<file path="src/rtl/counter_pkg.sv">
// Shared types for the up/down digit counter: per-digit nibble type, radix
// selection, and the largest legal digit for each radix.
package counter_pkg;

   typedef logic [3:0] digit_t;

   typedef enum logic {RADIX_HEX, RADIX_DEC} radix_t;

   function automatic digit_t digit_max(radix_t radix);
      return (radix == RADIX_DEC) ? 4'h9 : 4'hF;
   endfunction

endpackage

</file>
<file path="src/rtl/updown_digit_counter_if.sv">
// Event and display bundle between the button debouncers, the digit counter
// and the seven-segment driver.
interface updown_digit_counter_if #(
   parameter int NUM_SEGMENTS = 4
);
   logic                         inc;
   logic                         dec;
   logic                         clr;
   logic [NUM_SEGMENTS-1:0][3:0] encoded;
   logic [NUM_SEGMENTS-1:0]      digit_point;
   logic                         overflow;
   logic                         underflow;

   modport master (
      output inc, dec, clr,
      input  encoded, digit_point, overflow, underflow
   );

   modport slave (
      input  inc, dec, clr,
      output encoded, digit_point, overflow, underflow
   );
endinterface

</file>
<file path="src/rtl/updown_digit_cell.sv">
// One digit of the ripple counter: applies an increment or decrement request
// and reports wrap as carry_out/borrow_out to the next more-significant digit.
module updown_digit_cell
   import counter_pkg::*;
(
   input  digit_t digit,
   input  logic   up,
   input  logic   down,
   input  radix_t radix,
   output digit_t next_digit,
   output logic   carry_out,
   output logic   borrow_out
);

   always_comb begin
      // NOTE: every output gets a default first so no path leaves it unassigned (no latch).
      next_digit = digit;
      carry_out  = 1'b0;
      borrow_out = 1'b0;
      if (up && !down) begin
         // >= also pulls an out-of-range digit back into the legal range.
         if (digit >= digit_max(radix)) begin
            next_digit = '0;
            carry_out  = 1'b1;
         end else begin
            next_digit = digit + 4'd1;
         end
      end else if (down && !up) begin
         if (digit == '0) begin
            next_digit = digit_max(radix);
            borrow_out = 1'b1;
         end else begin
            next_digit = digit - 4'd1;
         end
      end
   end

endmodule

</file>
<file path="src/rtl/updown_digit_counter.sv">
// Multi-digit HEX/BCD up/down event counter with wrap flags and a digit-0 point
// that stays lit for DP_HOLD_CYC cycles after each event. Optional: COUNTER_SATURATE_EN.
module updown_digit_counter
   import counter_pkg::*;
#(
   parameter     MODE         = "HEX",
   parameter int NUM_SEGMENTS = 4,
   parameter int DP_HOLD_CYC  = 1000
) (
   input  logic                   clk,
   input  logic                   reset,
   updown_digit_counter_if.slave  bus
);

   localparam radix_t RADIX = (MODE == "DEC") ? RADIX_DEC : RADIX_HEX;
   localparam int     TW    = (DP_HOLD_CYC > 0) ? $clog2(DP_HOLD_CYC + 1) : 1;
   localparam logic [TW-1:0] HOLD = TW'(DP_HOLD_CYC);

`ifdef COUNTER_SATURATE_EN
   localparam bit SATURATE = 1'b1;
`else
   localparam bit SATURATE = 1'b0;
`endif

   logic                         inc_evt;
   logic                         dec_evt;
   logic                         accept;
   logic                         wrap;
   logic [NUM_SEGMENTS:0]        carry;
   logic [NUM_SEGMENTS:0]        borrow;
   logic [NUM_SEGMENTS-1:0][3:0] next_enc;
   logic [TW-1:0]                timer;
   logic [TW-1:0]                timer_next;
   logic                         dp0;

   // clr outranks counting; simultaneous inc and dec cancel out entirely.
   assign inc_evt  = bus.inc && !bus.dec && !bus.clr;
   assign dec_evt  = bus.dec && !bus.inc && !bus.clr;
   assign accept   = bus.clr || (bus.inc ^ bus.dec);
   assign carry[0]  = inc_evt;
   assign borrow[0] = dec_evt;
   assign wrap      = carry[NUM_SEGMENTS] || borrow[NUM_SEGMENTS];

   for (genvar i = 0; i < NUM_SEGMENTS; i++) begin : g_digit
      updown_digit_cell u_cell (
         .digit      (bus.encoded[i]),
         .up         (carry[i]),
         .down       (borrow[i]),
         .radix      (RADIX),
         .next_digit (next_enc[i]),
         .carry_out  (carry[i+1]),
         .borrow_out (borrow[i+1])
      );
   end

   always_comb begin
      timer_next = timer;
      if (accept) begin
         timer_next = HOLD;
      end else if (timer != '0) begin
         timer_next = timer - 1'b1;
      end
   end

   always_ff @(posedge clk) begin
      // NOTE: sequential state uses non-blocking assignments so every register samples pre-edge values.
      if (reset) begin
         bus.encoded   <= '0;
         bus.overflow  <= 1'b0;
         bus.underflow <= 1'b0;
         timer         <= '0;
         dp0           <= 1'b0;
      end else begin
         bus.overflow  <= carry[NUM_SEGMENTS];
         bus.underflow <= borrow[NUM_SEGMENTS];
         if (bus.clr) begin
            bus.encoded <= '0;
         end else if (!(SATURATE && wrap)) begin
            bus.encoded <= next_enc;
         end
         timer <= timer_next;
         dp0   <= (timer_next != '0);
      end
   end

   always_comb begin
      bus.digit_point    = '0;
      bus.digit_point[0] = dp0;
   end

endmodule

</file>
<file path="src/flat_wrapper.sv">
// flat-port wrapper written by rule: the top's interface ports become plain ports
module updown_digit_counter_flat import counter_pkg::*;
#(
   parameter     MODE         = "   ",
   parameter int NUM_SEGMENTS = 4,
   parameter int DP_HOLD_CYC  = 1000
)
  (clk, reset, bus_inc, bus_dec, bus_clr, bus_encoded, bus_digit_point, bus_overflow, bus_underflow);
  updown_digit_counter_if #(.NUM_SEGMENTS(NUM_SEGMENTS)) bus_i ();
  input  logic clk;
  input  logic reset;
  input wire logic [$bits(bus_i.inc)-1:0] bus_inc;
  input wire logic [$bits(bus_i.dec)-1:0] bus_dec;
  input wire logic [$bits(bus_i.clr)-1:0] bus_clr;
  output wire logic [$bits(bus_i.encoded)-1:0] bus_encoded;
  output wire logic [$bits(bus_i.digit_point)-1:0] bus_digit_point;
  output wire logic [$bits(bus_i.overflow)-1:0] bus_overflow;
  output wire logic [$bits(bus_i.underflow)-1:0] bus_underflow;
  assign bus_i.inc = bus_inc;
  assign bus_i.dec = bus_dec;
  assign bus_i.clr = bus_clr;
  assign bus_encoded = bus_i.encoded;
  assign bus_digit_point = bus_i.digit_point;
  assign bus_overflow = bus_i.overflow;
  assign bus_underflow = bus_i.underflow;
  updown_digit_counter #(.MODE(MODE), .NUM_SEGMENTS(NUM_SEGMENTS), .DP_HOLD_CYC(DP_HOLD_CYC)) u_core (.clk(clk), .reset(reset), .bus(bus_i));
endmodule
</file>
<file path="config.mk">
export PLATFORM = sky130hd
export DESIGN_NAME = updown_digit_counter_flat
export DESIGN_NICKNAME = d
export VERILOG_FILES = /design/src/rtl/counter_pkg.sv /design/src/rtl/updown_digit_counter_if.sv /design/src/rtl/updown_digit_cell.sv /design/src/rtl/updown_digit_counter.sv /design/src/flat_wrapper.sv
export SDC_FILE = /design/constraint.sdc
export NUM_CORES = 1
export LEC_CHECK = 0
export ABC_AREA = 0
export BUFFER_PORTS_ARGS = -buffer_cell sky130_fd_sc_hd__buf_2
export CAP_MARGIN = 30
export CORE_ASPECT_RATIO = 0.7
export CORE_UTILIZATION = 60
export CTS_CLUSTER_DIAMETER = 200
export DETAILED_ROUTE_END_ITERATION = 12
export PLACE_DENSITY_LB_ADDON = 0.05
export SLEW_MARGIN = 20
export SYNTH_ARGS = -nofsm -noshare
export SYNTH_HDL_FRONTEND = slang
export SYNTH_SLANG_ARGS = --single-unit
</file>
<file path="constraint.sdc">
create_clock -name clk -period 6.1 [get_ports clk]
set_input_delay 0.305 -clock clk [delete_from_list [all_inputs] [get_ports clk]]
set_output_delay 0.305 -clock clk [all_outputs]
set_load 0.1 [all_outputs]
</file>
==> flow_summary.yaml <==
status:
  outcome: "finished, final reports clean"
power_and_ir_drop:
  pwr_per_cell_area_nw_per_um2: 243.4
  power_leakage_nw: 0.9219
  ir_drop_mv: 0.1804
grt:
  grt_busiest_layer: "met1"
  grt_util_met1: 0.4239
  antenna_found_initial: 0
  grt_use_met2: 0.3520
  grt_first_pass_wirelength_um: 7665
  met3_resource_use_gr: 0.06114
  grt_remaining_overflow: 0
  grt_use_total: 0.2685
  grt_pass1_vias: 1592
  largest_net_degree_at_the_start_of_global_routing: 16
detailed_routing:
  detail_route.vias_per_cell: 6.025
  firstDrtPassIters: 4
  via_count: 1916
  detail_route.iter0.violations: 190
  drc: 0
  route.detailed.wl_per_inst_um: 14.10
  detail_route.wirelength_um: 4484
  ant_nets: 0
synthesis:
  synth.yosys.seq_area_share: 0.2807
  synth_enable_flop_cells: 0
  dominantRegCellSynth: "dfxtp_1"
  synth-seq-cells: 29
  synthDominantCellAreaShare: 0.2807
  synth_cell_types: 59
  syn-cell-area_um2: 2068
  ys_async_sr_fraction: 0
  synthesis.yosys.warnings: 0
  synth_cells: 255
  synthTopCellsByArea: "dfxtp_1, ha_1, a21oi_1"
  syn_area_per_cell_um2: 8.111
  synth.largest_area_cell: "dfxtp_1"
worst_hold_path:
  hold-path-cell-count: 2
  holdCritPathClass: "in2reg"
timing:
  worst-slew-pin-transition_ns: 0.7058
  grt_setup_unrepaired: "false"
  setup_viol: 0
  setup-tns-final_ns: 0
  max_freq_mhz: 395.7
  report.final.hold_viol_count: 0
  slew-limit-headroom: 0.5255
  slew_violations: 0
  layout_min_cycle_time_ns: 2.527
  post-route-period-util: 0.4143
  worst_clock_skew_ns: 0.004924
clocking:
  post-cts-setup-buffer-count: 0
  cts_hold_repair.buffers: 0
  cts-root-buf: "clkbuf_8"
  cts-resized-gates: 0
  cts_tree: "yes"
  worst_skew_pair.late_latency_ns: 0.28
  clock_tree.htree_level_count: 2
  clock-sinks: 29
  path_clk_slew_ns: 0.07
  cts-buffers-inserted: 5
  maximum_number_of_buffers_from_clock_root_to_sink: 2
placement:
  port_buffers: 23
  hpwl_um: 3181
  gp_congestion: 0.9169
  placed_cell_area_um2: 2156
cells_and_area:
  layout.cell_area.non_filler_um2: 2290
  synthToLayoutAreaGrowth_pct: 10.71
  seqCellArea_um2: 580.6
  diodes: 0
  num-fill-cells: 259
  final_core_utilization: 0.7129
  post_route_cells_drive_above_1_share: 0.1624
  layout.nets: 289
  multi_input_area_um2: 1323
worst_setup_path:
  worst_setup_path_end_kind: "register"
  rr_worst_depth: 6
  critPathKind: "in2reg"
  critical_path.startpoint_type: "input port"
  cp.arrival_ns: 2.69
  critical_path_required_ns: 6.26
  path_max_fanout: 8
die:
  die_width_um: 72.18
  chip_height_um: 51.12
  start_util: 0.6439
  design.die.area_um2: 3690
  design.core.area_um2: 3212
  boundaryPins: 27
  rows: 17
job:
  timing.max_cap.violations: 0
[worst max-delay path, stage by stage]
cell       delay (ns)
buf_2            0.11
inv_1            0.05
ha_1             0.13
nand2b_1         0.08
inv_1            0.07
ha_1             0.31
nand4_2          0.25
nor4_2           0.70
a41oi_1          0.16
a2111oi_0        0.44
a211oi_1         0.09
[power by group]
group	switching, W	internal, W	leakage (nW)	total, W
clock	0.0000794	0.000162	0.0681	0.000242
combinational	0.0000734	0.0000319	0.616	0.000105
sequential	0.0000126	0.000198	0.237	0.000210
[flip-flops by register name, summed over array words and instances (netlist names)]
signal	cells
u_core.dp0	1
u_core.timer	10
u_core.bus.overflow	1
u_core.bus.underflow	1
u_core.bus.encoded	16
[cell families after synthesis]
group,after synthesis,synth area share
other,1,0.001813
buffers and inverters,38,0.08348
xor gates and xnor gates,5,0.02117
muxes,4,0.02601
adders and majority gates,14,0.08470
DFF,29,0.2807
AOI/OAI and AO/OA,62,0.2111
and+or+nand+nor,102,0.2910
[worst paths after layout]
check | slack, ns | end | from
worst min-delay path | 0.37 | u_core.timer[7] | reset
worst max-delay path | 3.57 | u_core.bus.encoded[12] | bus_dec
worst min register to register | 0.56 | u_core.timer[8] | u_core.timer[8]
worst max register to register | 3.64 | u_core.bus.encoded[12] | u_core.bus.encoded[0]
[placed cells by master (no fill, tap or decap), types with 2 or more instances in the layout]
cell | netlist | layout
a31oi_1 | 7 | 7
and2_1 | 3 | 3
clkbuf_8 | 0 | 5
or3_1 | 4 | 4
a221oi_1 | 2 | 2
or4_4 | 2 | 2
or4_1 | 2 | 2
a2111oi_0 | 2 | 2
dfxtp_1 | 29 | 29
or4b_1 | 2 | 2
nand4_1 | 6 | 6
and3_1 | 3 | 3
o31ai_1 | 3 | 3
nor3_1 | 8 | 8
nor4b_1 | 3 | 3
o211ai_1 | 3 | 3
nand2_1 | 15 | 15
xnor2_1 | 5 | 5
nor4_1 | 3 | 3
mux2i_1 | 2 | 2
bufinv_16 | 0 | 2
o21ai_0 | 10 | 10
a21oi_1 | 17 | 17
buf_2 | 5 | 23
ha_1 | 14 | 14
a211oi_1 | 3 | 3
nor2b_1 | 5 | 5
conb_1 | 1 | 3
or2_2 | 2 | 2
o21bai_1 | 2 | 2
inv_1 | 21 | 21
nor2_1 | 15 | 15
nor4bb_1 | 2 | 2
nand3_1 | 12 | 12
nand2b_1 | 8 | 8
[metrics by stage]
stage               setup slack [ns]  hold slack (ns)  std cells  power [W]
floorplan                      3.282           0.3810        257  0.0003034
global placement               3.454           0.5399        310  0.0003177
detailed placement             3.335           0.5523        310  0.0003178
CTS                            3.588           0.3687        318  0.0005605
global route                   3.201           0.3893        318  0.0005819
finish                         3.573           0.3727        318  0.0005572
[cell type report]
| cell class | instances | area share |
|---|---|---|
| multi-input cells | 190 | 0.5776 |
| clock buffers | 5 | 0.03005 |
| flip-flops and latches | 29 | 0.2536 |
| clock inverters | 3 | 0.02842 |
| repair buffers | 23 | 0.05027 |
| well taps | 47 | 0.02568 |
| inverters | 21 | 0.03443 |
[synthesized netlist by cell type, types with 2 or more instances]
master,count
inv_1,21
nand3_1,12
ha_1,14
a2111oi_0,2
buf_4,4
a31oi_1,7
nor3_1,8
nor2b_1,5
or4_4,2
o31ai_1,3
or4b_1,2
nor4_1,3
buf_2,5
o21bai_1,2
dfxtp_1,29
clkbuf_1,6
nor2_1,15
o21ai_0,10
and2_1,3
a21oi_1,17
mux2i_1,2
and3_1,3
or2_2,2
nand2b_1,8
nor4b_1,3
o211ai_1,3
or3_1,4
or4_1,2
a211oi_1,3
xnor2_1,5
nand4_1,6
nand2_1,15
nor4bb_1,2
a221oi_1,2
[routing by layer]
layer	routed length, µm	up-vias	share of wire
met5	0	-	0
met3	296	6	0.066
li1	-	967	-
met2	1821	70	0.41
met4	38	0	0.0085
met1	2328	873	0.52
No activity file was read; power rests on OpenSTA's default activity.
